==> config.mk <==
export PLATFORM = sky130hd
export DESIGN_NAME = multi_ch_acq_ctrl_flat
export DESIGN_NICKNAME = d
export VERILOG_FILES = /design/src/rtl/multi_ch_acq_ctrl_if.sv /design/src/rtl/multi_ch_acq_ctrl.sv /design/src/flat_wrapper.sv
export SDC_FILE = /design/constraint.sdc
export NUM_CORES = 1
export LEC_CHECK = 0
export ABC_AREA = 1
export CORE_ASPECT_RATIO = 0.8
export CORE_MARGIN = 4
export CORE_UTILIZATION = 30
export CTS_CLUSTER_SIZE = 30
export DETAILED_ROUTE_END_ITERATION = 8
export DONT_BUFFER_PORTS = 1
export GPL_TIMING_DRIVEN = 0
export HOLD_SLACK_MARGIN = 0.06
export PLACE_DENSITY = 0.45
export SYNTH_ARGS = -nofsm -noshare
export SYNTH_HDL_FRONTEND = slang
export SYNTH_SLANG_ARGS = --single-unit
export TNS_END_PERCENT = 1
==> constraint.sdc <==
create_clock -name clk_50 -period 4.9 [get_ports clk_50]
set_input_delay 0.49 -clock clk_50 [delete_from_list [all_inputs] [get_ports clk_50]]
set_output_delay 0.49 -clock clk_50 [all_outputs]
set_load 0.005 [all_outputs]
==> src/rtl/multi_ch_acq_ctrl_if.sv <==
// Bus bundle for the multi-channel acquisition controller: sample input, trigger setup,
// run control and the record-memory write port with capture status.
`timescale 1ns / 1ps

interface multi_ch_acq_ctrl_if #(
  parameter int unsigned NUM_CH   = 2,
  parameter int unsigned SAMPLE_W = 8,
  parameter int unsigned ADDR_W   = 17
);
  localparam int unsigned SRC_W = (NUM_CH > 1) ? $clog2(NUM_CH) : 1;

  logic                       sample_valid;
  logic [NUM_CH*SAMPLE_W-1:0] adc_samples;
  logic [SRC_W-1:0]           trig_src;
  logic [SAMPLE_W-1:0]        trig_level;
  logic                       trig_slope;
  logic [1:0]                 mode;
  logic                       arm;
  logic                       abort;
  logic                       done_ack;

  logic                       mem_we;
  logic [ADDR_W-1:0]          mem_addr;
  logic [NUM_CH*SAMPLE_W-1:0] mem_wdata;
  logic [ADDR_W-1:0]          trig_addr;
  logic [ADDR_W-1:0]          start_addr;
  logic                       capture_done;
  logic                       auto_trig;
  logic [2:0]                 acq_state;

  modport slave (
    input  sample_valid, adc_samples, trig_src, trig_level, trig_slope, mode,
    input  arm, abort, done_ack,
    output mem_we, mem_addr, mem_wdata, trig_addr, start_addr, capture_done, auto_trig,
    output acq_state
  );

  modport master (
    output sample_valid, adc_samples, trig_src, trig_level, trig_slope, mode,
    output arm, abort, done_ack,
    input  mem_we, mem_addr, mem_wdata, trig_addr, start_addr, capture_done, auto_trig,
    input  acq_state
  );
endinterface

==> src/rtl/multi_ch_acq_ctrl.sv <==
// Pre/post-trigger acquisition controller: streams sample sets into a circular record
// memory, detects a level crossing on one channel and freezes a DEPTH-sample record.
`timescale 1ns / 1ps

module multi_ch_acq_ctrl #(
  parameter int unsigned NUM_CH   = 2,
  parameter int unsigned SAMPLE_W = 8,
  parameter int unsigned ADDR_W   = 17,
  parameter int unsigned PRE_TRIG = 1024,
  parameter int unsigned AUTO_TO  = 65535
) (
  input logic                clk_50,
  input logic                reset_n,
  multi_ch_acq_ctrl_if.slave bus
);
  localparam int unsigned SRC_W  = (NUM_CH > 1) ? $clog2(NUM_CH) : 1;
  localparam int unsigned DEPTH  = 1 << ADDR_W;
  localparam int unsigned POST_N = DEPTH - PRE_TRIG - 1;

  localparam logic [ADDR_W-1:0] PRE_LAST  = ADDR_W'(PRE_TRIG - 1);
  localparam logic [ADDR_W-1:0] PRE_OFS   = ADDR_W'(PRE_TRIG);
  localparam logic [ADDR_W-1:0] POST_LAST = ADDR_W'(POST_N - 1);
  localparam logic [ADDR_W-1:0] ADDR_ONE  = ADDR_W'(1);
  localparam logic [31:0]       TO_LAST   = 32'(AUTO_TO - 1);

  typedef enum logic [2:0] {
    StIdle  = 3'd0,
    StPre   = 3'd1,
    StArmed = 3'd2,
    StPost  = 3'd3,
    StDone  = 3'd4
  } state_e;

  state_e                     state_q;
  logic                       we_q;
  logic [ADDR_W-1:0]          addr_q;
  logic [NUM_CH*SAMPLE_W-1:0] wdata_q;
  logic [ADDR_W-1:0]          trig_addr_q;
  logic [ADDR_W-1:0]          start_addr_q;
  logic                       done_q;
  logic                       auto_q;
  logic [ADDR_W-1:0]          wr_ptr_q;
  logic [ADDR_W-1:0]          pre_cnt_q;
  logic [ADDR_W-1:0]          post_cnt_q;
  logic [31:0]                to_cnt_q;
  logic [SAMPLE_W-1:0]        prev_q;
  logic                       prev_vld_q;

  logic [SAMPLE_W-1:0] cur;
  logic                edge_hit;
  logic                timeout;
  logic                restart;
  logic                capturing;

  // Out-of-range channel indices fall back to channel 0.
  always_comb begin
    cur = bus.adc_samples[SAMPLE_W-1:0];
    for (int unsigned c = 0; c < NUM_CH; c++) begin
      if (bus.trig_src == SRC_W'(c)) cur = bus.adc_samples[c*SAMPLE_W +: SAMPLE_W];
    end
  end

  always_comb begin
    edge_hit = 1'b0;
    if (prev_vld_q) begin
      if (bus.trig_slope) edge_hit = (prev_q < bus.trig_level) && (cur >= bus.trig_level);
      else                edge_hit = (prev_q > bus.trig_level) && (cur <= bus.trig_level);
    end
  end

  always_comb begin
    timeout   = (bus.mode == 2'b00) && (to_cnt_q == TO_LAST);
    capturing = (state_q == StPre) || (state_q == StArmed) || (state_q == StPost);
    restart   = 1'b0;
    if (state_q == StIdle)      restart = bus.arm;
    else if (state_q == StDone) restart = (bus.mode == 2'b10) ? bus.arm : bus.done_ack;
  end

  always_ff @(posedge clk_50 or negedge reset_n) begin
    if (!reset_n) begin
      state_q      <= StIdle;
      we_q         <= 1'b0;
      addr_q       <= '0;
      wdata_q      <= '0;
      trig_addr_q  <= '0;
      start_addr_q <= '0;
      done_q       <= 1'b0;
      auto_q       <= 1'b0;
      wr_ptr_q     <= '0;
      pre_cnt_q    <= '0;
      post_cnt_q   <= '0;
      to_cnt_q     <= '0;
      prev_q       <= '0;
      prev_vld_q   <= 1'b0;
    end else begin
      we_q <= 1'b0;
      if (bus.abort) begin
        state_q <= StIdle;
        done_q  <= 1'b0;
      end else if (restart) begin
        state_q    <= StPre;
        done_q     <= 1'b0;
        auto_q     <= 1'b0;
        wr_ptr_q   <= '0;
        pre_cnt_q  <= '0;
        post_cnt_q <= '0;
        to_cnt_q   <= '0;
        prev_vld_q <= 1'b0;
      end else if (capturing && bus.sample_valid) begin
        we_q       <= 1'b1;
        addr_q     <= wr_ptr_q;
        wdata_q    <= bus.adc_samples;
        wr_ptr_q   <= wr_ptr_q + ADDR_ONE;
        prev_q     <= cur;
        prev_vld_q <= 1'b1;
        case (state_q)
          StPre: begin
            if (pre_cnt_q == PRE_LAST) state_q <= StArmed;
            else                       pre_cnt_q <= pre_cnt_q + ADDR_ONE;
          end
          StArmed: begin
            // A real edge on the timeout strobe still counts as a genuine trigger.
            if (edge_hit || timeout) begin
              trig_addr_q  <= wr_ptr_q;
              start_addr_q <= wr_ptr_q - PRE_OFS;
              auto_q       <= !edge_hit;
              post_cnt_q   <= '0;
              if (POST_N == 0) begin
                state_q <= StDone;
                done_q  <= 1'b1;
              end else begin
                state_q <= StPost;
              end
            end else if (to_cnt_q != TO_LAST) begin
              to_cnt_q <= to_cnt_q + 32'd1;
            end
          end
          StPost: begin
            if (post_cnt_q == POST_LAST) begin
              state_q <= StDone;
              done_q  <= 1'b1;
            end else begin
              post_cnt_q <= post_cnt_q + ADDR_ONE;
            end
          end
          default: ;
        endcase
      end
    end
  end

  assign bus.mem_we       = we_q;
  assign bus.mem_addr     = addr_q;
  assign bus.mem_wdata    = wdata_q;
  assign bus.trig_addr    = trig_addr_q;
  assign bus.start_addr   = start_addr_q;
  assign bus.capture_done = done_q;
  assign bus.auto_trig    = auto_q;
  assign bus.acq_state    = state_q;

endmodule

==> src/flat_wrapper.sv <==
// flat-port wrapper written by rule: the top's interface ports become plain ports
module multi_ch_acq_ctrl_flat 
#(
  parameter int unsigned NUM_CH   = 2,
  parameter int unsigned SAMPLE_W = 8,
  parameter int unsigned ADDR_W   = 17,
  parameter int unsigned PRE_TRIG = 1024,
  parameter int unsigned AUTO_TO  = 65535
)
  (clk_50, reset_n, bus_sample_valid, bus_adc_samples, bus_trig_src, bus_trig_level, bus_trig_slope, bus_mode, bus_arm, bus_abort, bus_done_ack, bus_mem_we, bus_mem_addr, bus_mem_wdata, bus_trig_addr, bus_start_addr, bus_capture_done, bus_auto_trig, bus_acq_state);
  multi_ch_acq_ctrl_if #(.NUM_CH(NUM_CH), .SAMPLE_W(SAMPLE_W), .ADDR_W(ADDR_W)) bus_i ();
  input logic clk_50;
  input logic reset_n;
  input wire logic [$bits(bus_i.sample_valid)-1:0] bus_sample_valid;
  input wire logic [$bits(bus_i.adc_samples)-1:0] bus_adc_samples;
  input wire logic [$bits(bus_i.trig_src)-1:0] bus_trig_src;
  input wire logic [$bits(bus_i.trig_level)-1:0] bus_trig_level;
  input wire logic [$bits(bus_i.trig_slope)-1:0] bus_trig_slope;
  input wire logic [$bits(bus_i.mode)-1:0] bus_mode;
  input wire logic [$bits(bus_i.arm)-1:0] bus_arm;
  input wire logic [$bits(bus_i.abort)-1:0] bus_abort;
  input wire logic [$bits(bus_i.done_ack)-1:0] bus_done_ack;
  output wire logic [$bits(bus_i.mem_we)-1:0] bus_mem_we;
  output wire logic [$bits(bus_i.mem_addr)-1:0] bus_mem_addr;
  output wire logic [$bits(bus_i.mem_wdata)-1:0] bus_mem_wdata;
  output wire logic [$bits(bus_i.trig_addr)-1:0] bus_trig_addr;
  output wire logic [$bits(bus_i.start_addr)-1:0] bus_start_addr;
  output wire logic [$bits(bus_i.capture_done)-1:0] bus_capture_done;
  output wire logic [$bits(bus_i.auto_trig)-1:0] bus_auto_trig;
  output wire logic [$bits(bus_i.acq_state)-1:0] bus_acq_state;
  assign bus_i.sample_valid = bus_sample_valid;
  assign bus_i.adc_samples = bus_adc_samples;
  assign bus_i.trig_src = bus_trig_src;
  assign bus_i.trig_level = bus_trig_level;
  assign bus_i.trig_slope = bus_trig_slope;
  assign bus_i.mode = bus_mode;
  assign bus_i.arm = bus_arm;
  assign bus_i.abort = bus_abort;
  assign bus_i.done_ack = bus_done_ack;
  assign bus_mem_we = bus_i.mem_we;
  assign bus_mem_addr = bus_i.mem_addr;
  assign bus_mem_wdata = bus_i.mem_wdata;
  assign bus_trig_addr = bus_i.trig_addr;
  assign bus_start_addr = bus_i.start_addr;
  assign bus_capture_done = bus_i.capture_done;
  assign bus_auto_trig = bus_i.auto_trig;
  assign bus_acq_state = bus_i.acq_state;
  multi_ch_acq_ctrl #(.NUM_CH(NUM_CH), .SAMPLE_W(SAMPLE_W), .ADDR_W(ADDR_W), .PRE_TRIG(PRE_TRIG), .AUTO_TO(AUTO_TO)) u_core (.clk_50(clk_50), .reset_n(reset_n), .bus(bus_i));
endmodule
Yosys cells after proc, flatten, opt, wreduce, memory -nomap -nowiden. Index checks and enable logic that the tools add are counted.

Multiplexer cells: 43. Reduce and logical (&&, ||, !) cells: 29. Add/sub/neg operators: 5. Equal/unequal tests: 16. Order comparisons: 4. Bitwise operators: 2.

Operator list (count): 2-to-1 mux 17 bit (10); 2-to-1 mux 32 bit (5); adder 17 x 1 -> 17 bit (second input constant) (3); one-hot mux 17 bit (2 select lines) (1); adder 32 x 1 -> 32 bit (second input constant) (1); == test 32 x 16 -> 1 bit (second input constant) (1); != test 32 x 16 -> 1 bit (second input constant) (1); AND reduction 5 bit (4); 2-to-1 mux 1 bit (19); 2-to-1 mux 3 bit (6); == test 17 x 10 -> 1 bit (second input constant) (1); == test 17 bit (second input constant) (1); subtractor 17 x 11 -> 17 bit (second input constant) (1); != test 4 x 3 -> 1 bit (second input constant) (3); nonzero test 3 bit (4); nonzero test 2 bit (5); one-hot mux 3 bit (3 select lines) (1); greater-or-equal comparator 8 bit (1); > comparator 8 bit (1); less-or-equal comparator 8 bit (1); less-than comparator 8 bit (1); 2-to-1 mux 8 bit (1); AND reduction 4 bit (2); == test 3 x 2 -> 1 bit (second input constant) (2); 14 further kinds (23).

Bits of input ports: 34. Logic and storage cells: 113. Output and inout bits: 73. Register bits after elaboration: 165.

Logic depth before layout (Yosys ltp).
Depth after elaboration: 11. Mapped depth: 21. Mapped depth without buffers: 20.

Least setup slack after synthesis. No wires, ideal clock.

Kind: input -> register. From: in bus_trig_src. To: reg u_core.start_addr_q[11], in the netlist u_core.bus.start_addr[11]. Setup slack: 2.433 ns. Data required time: 4.771 ns. Data arrival time: 2.338 ns. Library setup time: 0.129 ns. Path buffers: 3. Stages: 19. Path through: clkbuf_1 o21ai_0 ha_1 nand2_1 inv_1 nand2_1 nand2_1 nand2_1 nand2_1 nand2_1 nand2_1 nand2_1 nand3_1 nand2_1 nand3_1 buf_2 buf_6 nand2_1 o21ai_1.

Cells in the longest elaborated chain, start to end: 7. Elaborated cells between the ends (all ways): 9. Classes of those cells: order compare (2); mux (3); reduce/logical (4).

Ends and longest elaborated chain: from (decl) (RTL line flat_wrapper.sv:16) `input wire logic [$bits(bus_i.trig_src)-1:0] bus_trig_src;`; 2-to-1 mux 8 bit * (RTL line multi_ch_acq_ctrl.sv:59) `if (bus.trig_src == SRC_W'(c)) cur = bus.adc_samples[c*SAMPLE_W +: SAMPLE_W];`; named net u_core.cur[3] (RTL line multi_ch_acq_ctrl.sv:49) `logic [SAMPLE_W-1:0] cur;`; less-or-equal comparator 8 bit or greater-or-equal comparator 8 bit (tied branches) (RTL line multi_ch_acq_ctrl.sv:67, multi_ch_acq_ctrl.sv:66); logical AND 1 bit, on equally long branches (RTL line multi_ch_acq_ctrl.sv:67, multi_ch_acq_ctrl.sv:66); 2-to-1 mux 1 bit * (RTL line multi_ch_acq_ctrl.sv:66) `if (bus.trig_slope) edge_hit = (prev_q < bus.trig_level) && (cur >= bus.trig_level);`; 2-to-1 mux 1 bit * (RTL line multi_ch_acq_ctrl.sv:65) `if (prev_vld_q) begin`; logical OR 1 bit * (RTL line multi_ch_acq_ctrl.sv:123) `if (edge_hit || timeout) begin`; AND reduction 5 bit (no line) *; to (signal assigned) (RTL line multi_ch_acq_ctrl.sv:125) `start_addr_q <= wr_ptr_q - PRE_OFS;`; to (decl) (RTL line multi_ch_acq_ctrl.sv:39) `logic [ADDR_W-1:0] start_addr_q;`.

Mark *: on every way through the listed nets, which the timed path passes. The rest lies on a longest branch. A chain may end at the register's enable or synchronous reset.

Worst setup path in the final report.
From: in bus_trig_src. To: reg u_core.start_addr_q[12], in the netlist u_core.bus.start_addr[12].

The elaborated chain is that of the path after synthesis.

==> run summary <==
Status = finished, final reports clean
Antenna viol nets, final = 0
Die Area = 0.0318 mm2
Total CTS buffers = 17
Leak = 0.00444 uW
GRT Util Overall = 16.0%
Routed wire length per instance = 16.1 um
Footprint of the multi-input gates = 0.00417 mm2
Async SR Flop Fraction = 100%
Clk pin slew, worst setup/hold paths = 90 ps
Die height = 160 um
Worst slew pin tran = 830 ps
HP Class = in2async
Synth Cell Area = 0.00870 mm2
Final #Nets = 1223
Worst-Skew Late Latency = 440 ps
Startpoint types = input port
Signal arrival time at the worst endpoint = 3210 ps
Final WL = 24900 um
Power per cell area = 358 mW/mm2
Cell variety after synth = 43
Setup Buffers After CTS = 0
Fill count = 3048
Layout Skew = 20.9 ps
Final-report hold violation count = 0
GP Congestion = 0.864
Placement Rows = 55
Pre-CTS setup slack = 1490 ps
Leading area contributor after synthesis = dfrtp_1
IO Port Bufs = 0
ANT cells = 0
Global-route wire length before repair = 41300 um
Min Tclk post-route = 2910 ps
Syn Inst Count = 1145
Worst setup EP type = flop
CTS tree = built
Synth-to-Final Area Change = 12.9%
Ports = 107
Top-area cell type share of the netlist area = 44.6%
Congestion Overflow GR = 0
Pre-antenna DRT Iters = 5
Synthesized Nets = 1203
Seq. cell area = 0.00388 mm2
Synthesized flop and latch total = 155
Final Slew Violations = 0
Setup violations, final = 0
Total core area = 0.0284 mm2
Final setup margin = 1990 ps
Clock sinks = 155
Max-Cap Viols = 0
Dpl hpwl = 18100 um
Peak VDD IR = 0.000160 V
Most common cell after layout, fill and taps aside = nand2_1
Largest net degree at the start of global routing = 156
# DRC = 0
Synth top area cells = dfrtp_1 (45%), nand2_1 (15%), nand3_1 (4.6%)
Share of layout cells above drive strength 1 = 5.86%
Max-slew headroom = 44.7%
Final period util = 59.4%
Initial antenna violation count = 0
Fmax = 344 MHz
H-Tree Depth = 4
Number of global-route vias before repair = 7217
Synthesized area per cell = 7.60 um2
Initial Utilization = 30.6%
Setup TNS = 0 ps
CP Max Fanout = 10
Via count = 7508
Leading cell types in the layout, fill and taps excluded = nand2_1 (347), dfrtp_1 (155), nor2_1 (101)
Critical Path RT = 5200 ps
Synth warn = 0
Die X = 198 um
Sequential area share after synthesis = 44.6%
CTS max path bufs = 2
Kind of critical path = in2reg
Root Driver = clkbuf_16
Post-synth EDFFs = 0
Initial drt markers = 621
Unrepaired setup endpoints after global routing = false
Cts repair resizes = 0
Vias per Instance = 4.85
Synth Flop Type = dfrtp_1
[power breakdown]
group | leakage [uW] | internal, uW | switching, uW | total [uW]
sequential | 0.00211 | 1440 | 174 | 1620
combinational | 0.00202 | 172 | 327 | 499
clock | 0.000305 | 708 | 692 | 1400
[per-stage QoR]
stage	cell area [um2]	utilization (%)	total power [uW]	hold WS, ps	instances
after floorplan	8700	-	1950	194	1145
after global placement	9160	32.2	2110	199	1515
after detailed placement	9160	32.2	2120	199	1515
after CTS	9820	34.6	3560	113	1548
after global routing	9820	34.6	3720	90.7	1548
final	9820	34.6	3520	22.1	1548
[area by class of cell]
type	instances	share of cell area (%)
buffer	55	2.79
inverter	100	3.82
timing repair buffer	1	0.280
multi-input combinational	835	42.4
clock buffer	17	4.33
sequential	155	39.5
clock inverter	15	2.13
tap	370	4.71
[Yosys cell counts, types with 2 or more instances]
cell      number
nand2_1      347
o21ai_0       61
o32ai_1        2
buf_2         11
o221ai_1       2
nand4_1       44
nor2_1       101
o21ai_1       11
nor3b_1        8
a21oi_1       23
o31ai_1        9
buf_4         12
clkbuf_1      26
nand2_2        2
nand3b_1       3
nor3_1        38
or2_1          2
ha_1          24
nor2_2         3
nand3_1       80
dfrtp_1      155
inv_2          2
xor2_1        33
nor4_1        11
buf_1          4
a31oi_1        2
inv_1         97
o22ai_1        6
xnor2_1       12
[final timing paths]
check                      slack [ps]                         start                               endpoint  cells after the start
setup / recovery                 1990                  bus_trig_src  u_core.bus.start_addr[12]$_DFFE_PN0P_                     17
hold / removal                     20                       reset_n     u_core.bus.mem_addr[7]$_DFFE_PN0P_                      1
setup reg to reg                 2290  u_core.prev_q[7]$_DFFE_PN0P_  u_core.bus.start_addr[12]$_DFFE_PN0P_                     14
hold reg to reg                   480  u_core.prev_q[6]$_DFFE_PN0P_           u_core.prev_q[6]$_DFFE_PN0P_                      2
max in group asynchronous        4200                       reset_n           u_core.prev_q[3]$_DFFE_PN0P_                      1
min in group clk_50               170           bus_adc_samples[11]   u_core.bus.mem_wdata[11]$_DFFE_PN0P_                      2
[kinds of logic after synthesis]
logic type	Yosys count	synth area share (%)
AOI/OAI and AO/OA	123	7.94
and+or+nand+nor	643	32.0
adders and majority gates	24	3.45
buffers and inverters	155	7.47
xor gates and xnor gates	45	4.53
DFF	155	44.6
[worst max-delay path, cell delays in order]
cell and delay, ps:
clkbuf_1 190, o21ai_0 460, ha_1 340, a21oi_1 160, nand2_1 70, nand2_1 70, nand2_1 50, nand2_1 50
nand2_1 50, nand2_1 60, nand3_1 240, nand2_1 170, nand3_1 220, buf_2 290, buf_6 170, nand2_1 60
o21ai_1 50
[metal layers]
layer / track usage (%) / vias to the layer above / wire (um)
li1: - / 3798 / -
met1: 25.2 / 3560 / 13300
met2: 22.7 / 128 / 10400
met3: 3.08 / 22 / 912
met4: 3.19 / 0 / 333
met5: 0 / - / 0
[flip-flops by register name, indices dropped and copies added, names as in the netlist]
| register | flops |
|---|---|
| u_core.bus.mem_we | 1 |
| u_core.bus.auto_trig | 1 |
| u_core.prev_q | 8 |
| u_core.bus.start_addr | 17 |
| u_core.post_cnt_q | 17 |
| u_core.bus.mem_wdata | 16 |
| u_core.to_cnt_q | 32 |
| u_core.bus.capture_done | 1 |
| u_core.bus.trig_addr | 7 |
| u_core.bus.mem_addr | 17 |
| u_core.pre_cnt_q | 17 |
| u_core.wr_ptr_q | 17 |
| u_core.bus.acq_state | 3 |
| u_core.prev_vld_q | 1 |
[timing repair]
action                                  CTS  global route
endpoints found under the setup margin    0             0
endpoints found under the hold margin   155             0
hold buffers                              1             0
Power figures use the tool's default switching activity.
